## config.mk

```make
export PLATFORM = sky130hd
export DESIGN_NAME = fifo_wr_arbiter_flat
export DESIGN_NICKNAME = d
export VERILOG_FILES = /design/src/rtl/fifo_wr_arbiter_pkg.sv /design/src/rtl/fifo_wr_arbiter_if.sv /design/src/rtl/fifo_wr_arbiter_rr_picker.sv /design/src/rtl/fifo_wr_arbiter.sv /design/src/flat_wrapper.sv
export SDC_FILE = /design/constraint.sdc
export NUM_CORES = 1
export LEC_CHECK = 0
export BUFFER_PORTS_ARGS = -buffer_cell sky130_fd_sc_hd__buf_4
export CAP_MARGIN = 30
export CORE_MARGIN = 1.5
export CORE_UTILIZATION = 43
export CTS_CLUSTER_SIZE = 30
export DETAILED_ROUTE_END_ITERATION = 10
export PLACE_DENSITY = 0.91
export SYNTH_ARGS = -nofsm -noshare
export SYNTH_HDL_FRONTEND = slang
export SYNTH_SLANG_ARGS = --single-unit
```

## constraint.sdc

```tcl
create_clock -name clk -period 2.97 [get_ports clk]
set_input_delay 0.297 -clock clk [delete_from_list [all_inputs] [get_ports clk]]
set_output_delay 0.297 -clock clk [all_outputs]
set_load 0.1 [all_outputs]
```

## src/rtl/fifo_wr_arbiter_pkg.sv

```systemverilog
// Shared constants for the FIFO write arbiter: FSM encoding, FIFO depth and
// default parameter values.
package fifo_arb_pkg;

  localparam int FIFO_DEPTH    = 16;
  localparam int DEF_NUM_REQ   = 4;
  localparam int DEF_DATA_W    = 8;
  localparam int DEF_MAX_BURST = 4;

  localparam logic [1:0] ST_IDLE    = 2'd0;
  localparam logic [1:0] ST_BURST   = 2'd1;
  localparam logic [1:0] ST_RD_SLOT = 2'd2;

  typedef enum logic [1:0] {
    IDLE    = ST_IDLE,
    BURST   = ST_BURST,
    RD_SLOT = ST_RD_SLOT
  } state_e;

endpackage

```

## src/rtl/fifo_wr_arbiter_if.sv

```systemverilog
// Bundle of producer, FIFO-strobe, consumer and grant-status signals around
// the arbiter. The slave modport is the arbiter; master is its environment.
interface fifo_wr_arbiter_if
  import fifo_arb_pkg::*;
#(
  parameter int NUM_REQ = DEF_NUM_REQ,
  parameter int DATA_W  = DEF_DATA_W,
  localparam int IDX_W  = $clog2(NUM_REQ)
) ();

  // Producer i transfers one beat on any clock edge where req_valid[i] and
  // req_ready[i] are both high; ready never depends on a future valid.
  logic [NUM_REQ-1:0]        req_valid;
  logic [NUM_REQ*DATA_W-1:0] req_data;
  logic [NUM_REQ-1:0]        req_ready;
  logic                      fifo_full;
  logic                      fifo_empty;
  logic                      fifo_wr;
  logic [DATA_W-1:0]         fifo_din;
  logic                      fifo_rd;
  logic                      cons_rd_req;
  logic                      cons_rd_ack;
  logic [IDX_W-1:0]          grant_idx;
  logic                      grant_vld;

  modport slave (
    input  req_valid, req_data, fifo_full, fifo_empty, cons_rd_req,
    output req_ready, fifo_wr, fifo_din, fifo_rd, cons_rd_ack, grant_idx, grant_vld
  );

  modport master (
    output req_valid, req_data, fifo_full, fifo_empty, cons_rd_req,
    input  req_ready, fifo_wr, fifo_din, fifo_rd, cons_rd_ack, grant_idx, grant_vld
  );

endinterface

```

## src/rtl/fifo_wr_arbiter_rr_picker.sv

```systemverilog
// Combinational round-robin picker: returns the first requesting index
// strictly after last_i, wrapping around NUM_REQ.
module rr_picker #(
  parameter int NUM_REQ = 4,
  localparam int IDX_W  = $clog2(NUM_REQ)
) (
  input  logic [NUM_REQ-1:0] req_i,
  input  logic [IDX_W-1:0]   last_i,
  output logic [IDX_W-1:0]   pick_o,
  output logic               any_o
);

  logic [IDX_W-1:0] idx;

  // Scan from the farthest offset down so the nearest requester wins last.
  always_comb begin
    pick_o = '0;
    idx    = '0;
    for (int k = NUM_REQ; k >= 1; k--) begin
      idx = IDX_W'((int'(last_i) + k) % NUM_REQ);
      if (req_i[idx]) begin
        pick_o = idx;
      end
    end
    any_o = |req_i;
  end

endmodule

```

## src/rtl/fifo_wr_arbiter.sv

```systemverilog
// Round-robin burst arbiter sharing one FIFO among NUM_REQ producers and one
// consumer; it owns the FIFO strobes so writes and reads never collide.
module fifo_wr_arbiter
  import fifo_arb_pkg::*;
#(
  parameter int NUM_REQ   = DEF_NUM_REQ,
  parameter int DATA_W    = DEF_DATA_W,
  parameter int MAX_BURST = DEF_MAX_BURST
) (
  input  logic              clk,
  input  logic              rst,
  fifo_wr_arbiter_if.slave  bus,
  output logic [1:0]        state_o
);

  localparam int IDX_W = $clog2(NUM_REQ);
  localparam int CNT_W = $clog2(MAX_BURST + 1);

  logic [1:0]       state_q, state_d;
  logic [IDX_W-1:0] grant_q, grant_d;
  logic [IDX_W-1:0] last_q, last_d;
  logic [CNT_W-1:0] beat_q, beat_d;

  logic [IDX_W-1:0]  pick;
  logic              any_req;
  logic              g_valid;
  logic [DATA_W-1:0] g_data;
  logic              in_burst;
  logic              wr_ok;
  logic              rd_ok;
  logic              burst_done;

  rr_picker #(.NUM_REQ(NUM_REQ)) u_pick (
    .req_i  (bus.req_valid),
    .last_i (last_q),
    .pick_o (pick),
    .any_o  (any_req)
  );

  assign in_burst   = (state_q == ST_BURST);
  assign g_valid    = bus.req_valid[grant_q];
  assign g_data     = bus.req_data[int'(grant_q)*DATA_W +: DATA_W];
  assign wr_ok      = in_burst & g_valid & ~bus.fifo_full;
  assign rd_ok      = (state_q == ST_IDLE || state_q == ST_RD_SLOT) &
                      bus.cons_rd_req & ~bus.fifo_empty;
  assign burst_done = wr_ok && (beat_q == CNT_W'(MAX_BURST - 1));

  always_comb begin
    state_d = state_q;
    grant_d = grant_q;
    last_d  = last_q;
    beat_d  = beat_q;
    case (state_q)
      ST_IDLE: begin
        if (any_req) begin
          grant_d = pick;
          beat_d  = '0;
          state_d = ST_BURST;
        end
      end
      ST_BURST: begin
        if (wr_ok) beat_d = beat_q + CNT_W'(1);
        // A write this cycle means the FIFO will hold data for the read slot.
        if (burst_done || !g_valid || bus.fifo_full) begin
          last_d  = grant_q;
          state_d = (bus.cons_rd_req && (!bus.fifo_empty || wr_ok)) ? ST_RD_SLOT : ST_IDLE;
        end
      end
      ST_RD_SLOT: state_d = ST_IDLE;
      default:    state_d = ST_IDLE;
    endcase
  end

  always_ff @(posedge clk) begin
    if (rst) begin
      state_q <= ST_IDLE;
      grant_q <= '0;
      last_q  <= IDX_W'(NUM_REQ - 1);
      beat_q  <= '0;
    end else begin
      state_q <= state_d;
      grant_q <= grant_d;
      last_q  <= last_d;
      beat_q  <= beat_d;
    end
  end

  always_comb begin
    bus.req_ready = '0;
    if (!rst && in_burst && !bus.fifo_full) bus.req_ready[grant_q] = 1'b1;
  end

  assign bus.fifo_wr     = ~rst & wr_ok;
  assign bus.fifo_rd     = ~rst & rd_ok;
  assign bus.cons_rd_ack = ~rst & rd_ok;
  assign bus.fifo_din    = (rst || !in_burst) ? '0 : g_data;
  assign bus.grant_vld   = ~rst & in_burst;
  assign bus.grant_idx   = rst ? '0 : grant_q;
  assign state_o         = state_q;

endmodule

```

## src/flat_wrapper.sv

```systemverilog
// flat-port wrapper written by rule: the top's interface ports become plain ports
module fifo_wr_arbiter_flat import fifo_arb_pkg::*;
#(
  parameter int NUM_REQ   = DEF_NUM_REQ,
  parameter int DATA_W    = DEF_DATA_W,
  parameter int MAX_BURST = DEF_MAX_BURST
)
  (clk, rst, state_o, bus_req_valid, bus_req_data, bus_fifo_full, bus_fifo_empty, bus_cons_rd_req, bus_req_ready, bus_fifo_wr, bus_fifo_din, bus_fifo_rd, bus_cons_rd_ack, bus_grant_idx, bus_grant_vld);
  fifo_wr_arbiter_if #(.NUM_REQ(NUM_REQ), .DATA_W(DATA_W)) bus_i ();
  input  logic clk;
  input  logic rst;
  output logic [1:0] state_o;
  input wire logic [$bits(bus_i.req_valid)-1:0] bus_req_valid;
  input wire logic [$bits(bus_i.req_data)-1:0] bus_req_data;
  input wire logic [$bits(bus_i.fifo_full)-1:0] bus_fifo_full;
  input wire logic [$bits(bus_i.fifo_empty)-1:0] bus_fifo_empty;
  input wire logic [$bits(bus_i.cons_rd_req)-1:0] bus_cons_rd_req;
  output wire logic [$bits(bus_i.req_ready)-1:0] bus_req_ready;
  output wire logic [$bits(bus_i.fifo_wr)-1:0] bus_fifo_wr;
  output wire logic [$bits(bus_i.fifo_din)-1:0] bus_fifo_din;
  output wire logic [$bits(bus_i.fifo_rd)-1:0] bus_fifo_rd;
  output wire logic [$bits(bus_i.cons_rd_ack)-1:0] bus_cons_rd_ack;
  output wire logic [$bits(bus_i.grant_idx)-1:0] bus_grant_idx;
  output wire logic [$bits(bus_i.grant_vld)-1:0] bus_grant_vld;
  assign bus_i.req_valid = bus_req_valid;
  assign bus_i.req_data = bus_req_data;
  assign bus_i.fifo_full = bus_fifo_full;
  assign bus_i.fifo_empty = bus_fifo_empty;
  assign bus_i.cons_rd_req = bus_cons_rd_req;
  assign bus_req_ready = bus_i.req_ready;
  assign bus_fifo_wr = bus_i.fifo_wr;
  assign bus_fifo_din = bus_i.fifo_din;
  assign bus_fifo_rd = bus_i.fifo_rd;
  assign bus_cons_rd_ack = bus_i.cons_rd_ack;
  assign bus_grant_idx = bus_i.grant_idx;
  assign bus_grant_vld = bus_i.grant_vld;
  fifo_wr_arbiter #(.NUM_REQ(NUM_REQ), .DATA_W(DATA_W), .MAX_BURST(MAX_BURST)) u_core (.clk(clk), .rst(rst), .bus(bus_i), .state_o(state_o));
endmodule
```

# After elaboration in Yosys (flattened, before gate mapping)
# Index checks and enable logic that the tools add are counted.
# word_totals
regBits	9
inputBits	41
output_inout_bits	20
elab_cells	80
# classes
add_sub_neg	5
n_lt_le_gt_ge	6
eq_ne	6
shifts	1
mux	26
n_bitwise	10
reduce_logical	22
# op_table
op	n
$shiftx 32x6->8	1
$mux 2	8
$lt 2x3->1 const B	5
$bmux 1 s2	5
$mux 8	1
$and 1x1->1	7
$mux 1	6
$mux 3	2
$pmux 3 s2	1
$reduce_and 2->1	3
$logic_and 1x1->1	5
$logic_not 1->1	5
$logic_or 1x1->1	5
$add 2x1->2 const B	2
$add 2x2->2 const B	2
$mux 4	1
$ne 2x2->1 const B	2
$pmux 2 s2	1
$reduce_or 4->1	1
$add 3x1->3 const B	1
$eq 3x2->1 const B	1
$not 1->1	3
$reduce_and 3->1	1
$demux 1 s2	1
6 further kinds	6

# Longest topological paths before layout
# depth
word_depth	9
ltp_mapped	6
depth_no_buf	6

# Cells and area by module
# Synthesis repeated with hierarchy kept, for this count alone.
# hier_totals
hier_cells	97
area_unflattened_um2	934.6
# modules_own_cells
mod	instances	cells_each	area_each_um2	seq_area_each_um2
fifo_wr_arbiter	1	83	843.3	180.2
rr_picker	1	14	91.3	0.0

# Worst setup path before layout
# OpenSTA, ideal clock, no wires.
# synth_timing
path_type	reg2out
from	reg u_core.state_q[0] (netlist: u_core.state_o[0])
to	out bus_fifo_rd
arrival_time_ps	4675
required_ps	2673
path_slack_ps	-2002
path_stages_with_launch	3
n_path_buf	1
path_cell_list	dfxtp_1 -> nor4b_1 -> buf_4
# synth_between
elab_chain_len	5
elab_cells_between_ends	6
cone_classes	eq/ne: 1; bitwise: 3; reduce/logical: 2
# synth_lines
element	line	rtl
start, declared	fifo_wr_arbiter.sv:19	logic [1:0] state_q, state_d;
start signal, assigned	fifo_wr_arbiter.sv:81	state_q <= state_d;
$eq 2x2->1 / $logic_not 2->1 (equally long branches)	fifo_wr_arbiter.sv:44	assign rd_ok = (state_q == ST_IDLE || state_q == ST_RD_SLOT) &
$logic_or 1x1->1 (*)	fifo_wr_arbiter.sv:44	
$and 1x1->1 (*)	fifo_wr_arbiter.sv:44	
$and 1x1->1 (*)	fifo_wr_arbiter.sv:45	bus.cons_rd_req & ~bus.fifo_empty;
$and 1x1->1 (*)	--	
end, declared	flat_wrapper.sv:21	output wire logic [$bits(bus_i.fifo_rd)-1:0] bus_fifo_rd;
# Every way passes the cells marked *; elsewhere a longest branch is shown, timed or not.

# Worst setup path in the final report
# layout_timing
from	reg u_core.grant_q[0]
to	out bus_fifo_wr
# layout_between
elab_chain_len	5
# layout_lines
element	line	rtl
start, declared	fifo_wr_arbiter.sv:20	logic [IDX_W-1:0] grant_q, grant_d;
start signal, assigned	fifo_wr_arbiter.sv:82	grant_q <= grant_d;
$bmux 1 s2	fifo_wr_arbiter.sv:41	assign g_valid = bus.req_valid[grant_q];
$mux 1 (implied by the code)	fifo_wr_arbiter.sv:41	
$and 1x1->1 (2 in series)	fifo_wr_arbiter.sv:43	assign wr_ok = in_burst & g_valid & ~bus.fifo_full;
$and 1x1->1	fifo_wr_arbiter.sv:93	assign bus.fifo_wr = ~rst & wr_ok;
end, declared	flat_wrapper.sv:19	output wire logic [$bits(bus_i.fifo_wr)-1:0] bus_fifo_wr;
# No other way between the ends. The select of a mux whose other input is x is not followed.

==> impl_metrics.env <==
export IMPL_diodes=0
export IMPL_path_max_fanout=14
export IMPL_final_util=0.758
export IMPL_netlist_area_um2=840
export IMPL_syn_area_per_cell_um2=9.43
export IMPL_slew_headroom=0.488
export IMPL_routed_wl_um=2450
export IMPL_hpwl_um=1990
export IMPL_hold_buffers=0
export IMPL_synthCells=89
export IMPL_tightestPinTransition_ns=0.767
export IMPL_grt_pass1_wl_um=3480
export IMPL_grt_pass1_vias=848
export IMPL_yosys_warnings=0
export IMPL_cts_sinks=9
export IMPL_core_um2=1780
export IMPL_htreeDepth=1
export IMPL_chipHeight_um=47.2
export IMPL_antenna_left=0
export IMPL_cts_buffer_depth=2
export IMPL_finalHoldViolations=0
export IMPL_post_route_drc_count=0
export IMPL_rr_endpoint="u_core.last_q[0]"
export IMPL_die_area_um2=2230
export IMPL_area_growth_pct=61.0
export IMPL_skew_ns=0.00160
export IMPL_min_delay_start="bus_fifo_empty"
export IMPL_layout_common_cells="buf_4 (60), nor2b_1 (10), dfxtp_1 (8)"
export IMPL_grt_max_degree=17
export IMPL_required_ns=2.67
export IMPL_final_common_cell="buf_4"
export IMPL_rsz0062_at_grt="no"
export IMPL_numCtsBuffers=3
export IMPL_crit_chain="mux4_2 -> nand2_1 -> inv_1 -> buf_4"
export IMPL_final_net_count=190
export IMPL_grt_ovfl_total=0
export IMPL_cp_slowest_cell="dfxtp_1"
export IMPL_min_period_over_period=0.831
export IMPL_rrSetupSlack_ns=0.92
export IMPL_grt_use_total=0.225
export IMPL_place_gp_congestion=0.870
export IMPL_clkTransAtPathRegs_ns=0.06
export IMPL_antenna_found_initial=0
export IMPL_routed_via_count=939
export IMPL_arrival_ns=2.17
export IMPL_die_w_um=47.2
export IMPL_ys_seq_area_frac=0.215
export IMPL_dp_cells=167
export IMPL_crit_path_start_kind="flip-flop"
export IMPL_initial_core_util=0.471
export IMPL_ir_drop_uv=285
export IMPL_cts_root_buf="clkbuf_4"
export IMPL_final_cells=171
export IMPL_viasPerCell=5.49
export IMPL_post_drt_wl_per_cell_um=14.3
export IMPL_synth_seq_cells=9
export IMPL_critPathKind="flip-flop to output port"
export IMPL_io_pins=61
export IMPL_critPathCaptureType="output port"
export IMPL_cp_top_family="flip-flops"
export IMPL_synth_edf_count=0
export IMPL_drt_iter0_markers=13
export IMPL_cts_resized=0
export IMPL_leakage_nw=0.603
export IMPL_r2r_cells=4
export IMPL_drive_gt1_frac=0.534
export IMPL_power_density_nw_per_um2=422
export IMPL_hold_ws_ns=0.213
export IMPL_worst_path_buf_inv=2
export IMPL_postSynth_asyncResetShare=0
export IMPL_portBuffers=60
export IMPL_syn_nets=132
export IMPL_dr_pass1_iters=4
export IMPL_finalInstanceArea_um2=1350
export IMPL_synth_distinct_cells=36
export IMPL_placed_area_um2=1330
export IMPL_min_path_type="primary input to flip-flop"
export IMPL_rows=15
export IMPL_post_route_min_period_ns=2.47
export IMPL_max_freq_mhz=405
export IMPL_holdPathEnd="u_core.state_o[1]"
export IMPL_cts_tree="built"
export IMPL_postCtsSetupBuffers=0
export IMPL_status="completed"
export IMPL_r2r_start="u_core.grant_q[0]"
export IMPL_drv_slew=0
export IMPL_dominantRegCellSynth="dfxtp_1"
export IMPL_slowest_delay_ns=0.82
export IMPL_clkLatencyLatePin_ns=0.27
export IMPL_hold_depth=2
export IMPL_power_mw=0.570
export IMPL_setup_viol=0
export IMPL_cap_violations=0
-- layer usage --
layer	share of wire	track usage	vias up
met4	0.014	0.100	0
met1	0.37	0.244	417
met2	0.50	0.403	63
met5	0	0	-
met3	0.12	0.0654	5
li1	-	-	454
-- how the worst max path moves through the flow --
stage / from / end / slack [ns] / cells after the start
CTS: u_core.grant_q[0] / bus_fifo_wr / 0.46 / 4
finish: u_core.grant_q[0] / bus_fifo_wr / 0.50 / 4
global placement: u_core.grant_q[0] / bus_fifo_wr / 0.80 / 4
global route: u_core.grant_q[0] / bus_fifo_wr / 0.33 / 4
detailed placement: u_core.grant_q[0] / bus_fifo_wr / 0.77 / 4
floorplan: u_core.state_o[1] / bus_fifo_din[1] / -0.22 / 3
-- final cells by class --
class | instances | area, um^2
Fill cell | 128 | 432
Sequential cell | 9 | 181
Tap cell | 25 | 31.3
Inverter | 5 | 18.8
Multi-Input combinational cell | 68 | 643
Timing Repair Buffer | 60 | 450
Clock buffer | 4 | 26.3
-- power breakdown --
part / leakage (nW) / total [mW] / internal [mW] / switching (mW)
clock network: 0.0150 / 0.0994 / 0.0520 / 0.0474
logic: 0.514 / 0.309 / 0.124 / 0.186
registers: 0.0740 / 0.161 / 0.132 / 0.0296
-- cell families (layout without fill, tap and decap cells) --
| group | count (synthesis) | count (layout) | synth area share |
|---|---|---|---|
| AOI/OAI and AO/OA | 18 | 18 | 0.170 |
| muxes | 10 | 10 | 0.262 |
| DFF | 9 | 9 | 0.215 |
| adders and majority gates | 2 | 2 | 0.0298 |
| buffers and inverters | 12 | 69 | 0.0685 |
| and+or+nand+nor | 38 | 38 | 0.255 |
-- state kept, by name, summed over array words and instances (netlist names) --
register and flops:
u_core.grant_q 2, u_core.beat_q 3, u_core.last_q 2, u_core.state_o 2
-- metrics by stage --
step	TNS, ns	worst slack [ns]
5_1_grt	0	0.332
2_1_floorplan	-1.72	-0.216
6_report	0	0.502
4_1_cts	0	0.459
3_5_place_dp	0	0.766
3_3_place_gp	0	0.803
-- cell usage after synthesis, types with 2 or more instances --
master	n	area [um^2]
a21oi_1	2	10.0
clkbuf_1	4	15.0
dfxtp_1	9	180
ha_1	2	25.0
inv_1	5	18.8
mux4_1	2	52.6
mux4_2	7	158
nand2_1	6	22.5
nand2b_1	3	18.8
nand4b_1	2	17.5
nor2_1	9	33.8
nor2b_1	10	62.6
nor4_1	2	12.5
o21ai_0	2	10.0
o31ai_1	3	22.5
Note: power is estimated with default switching activity, not from simulation.
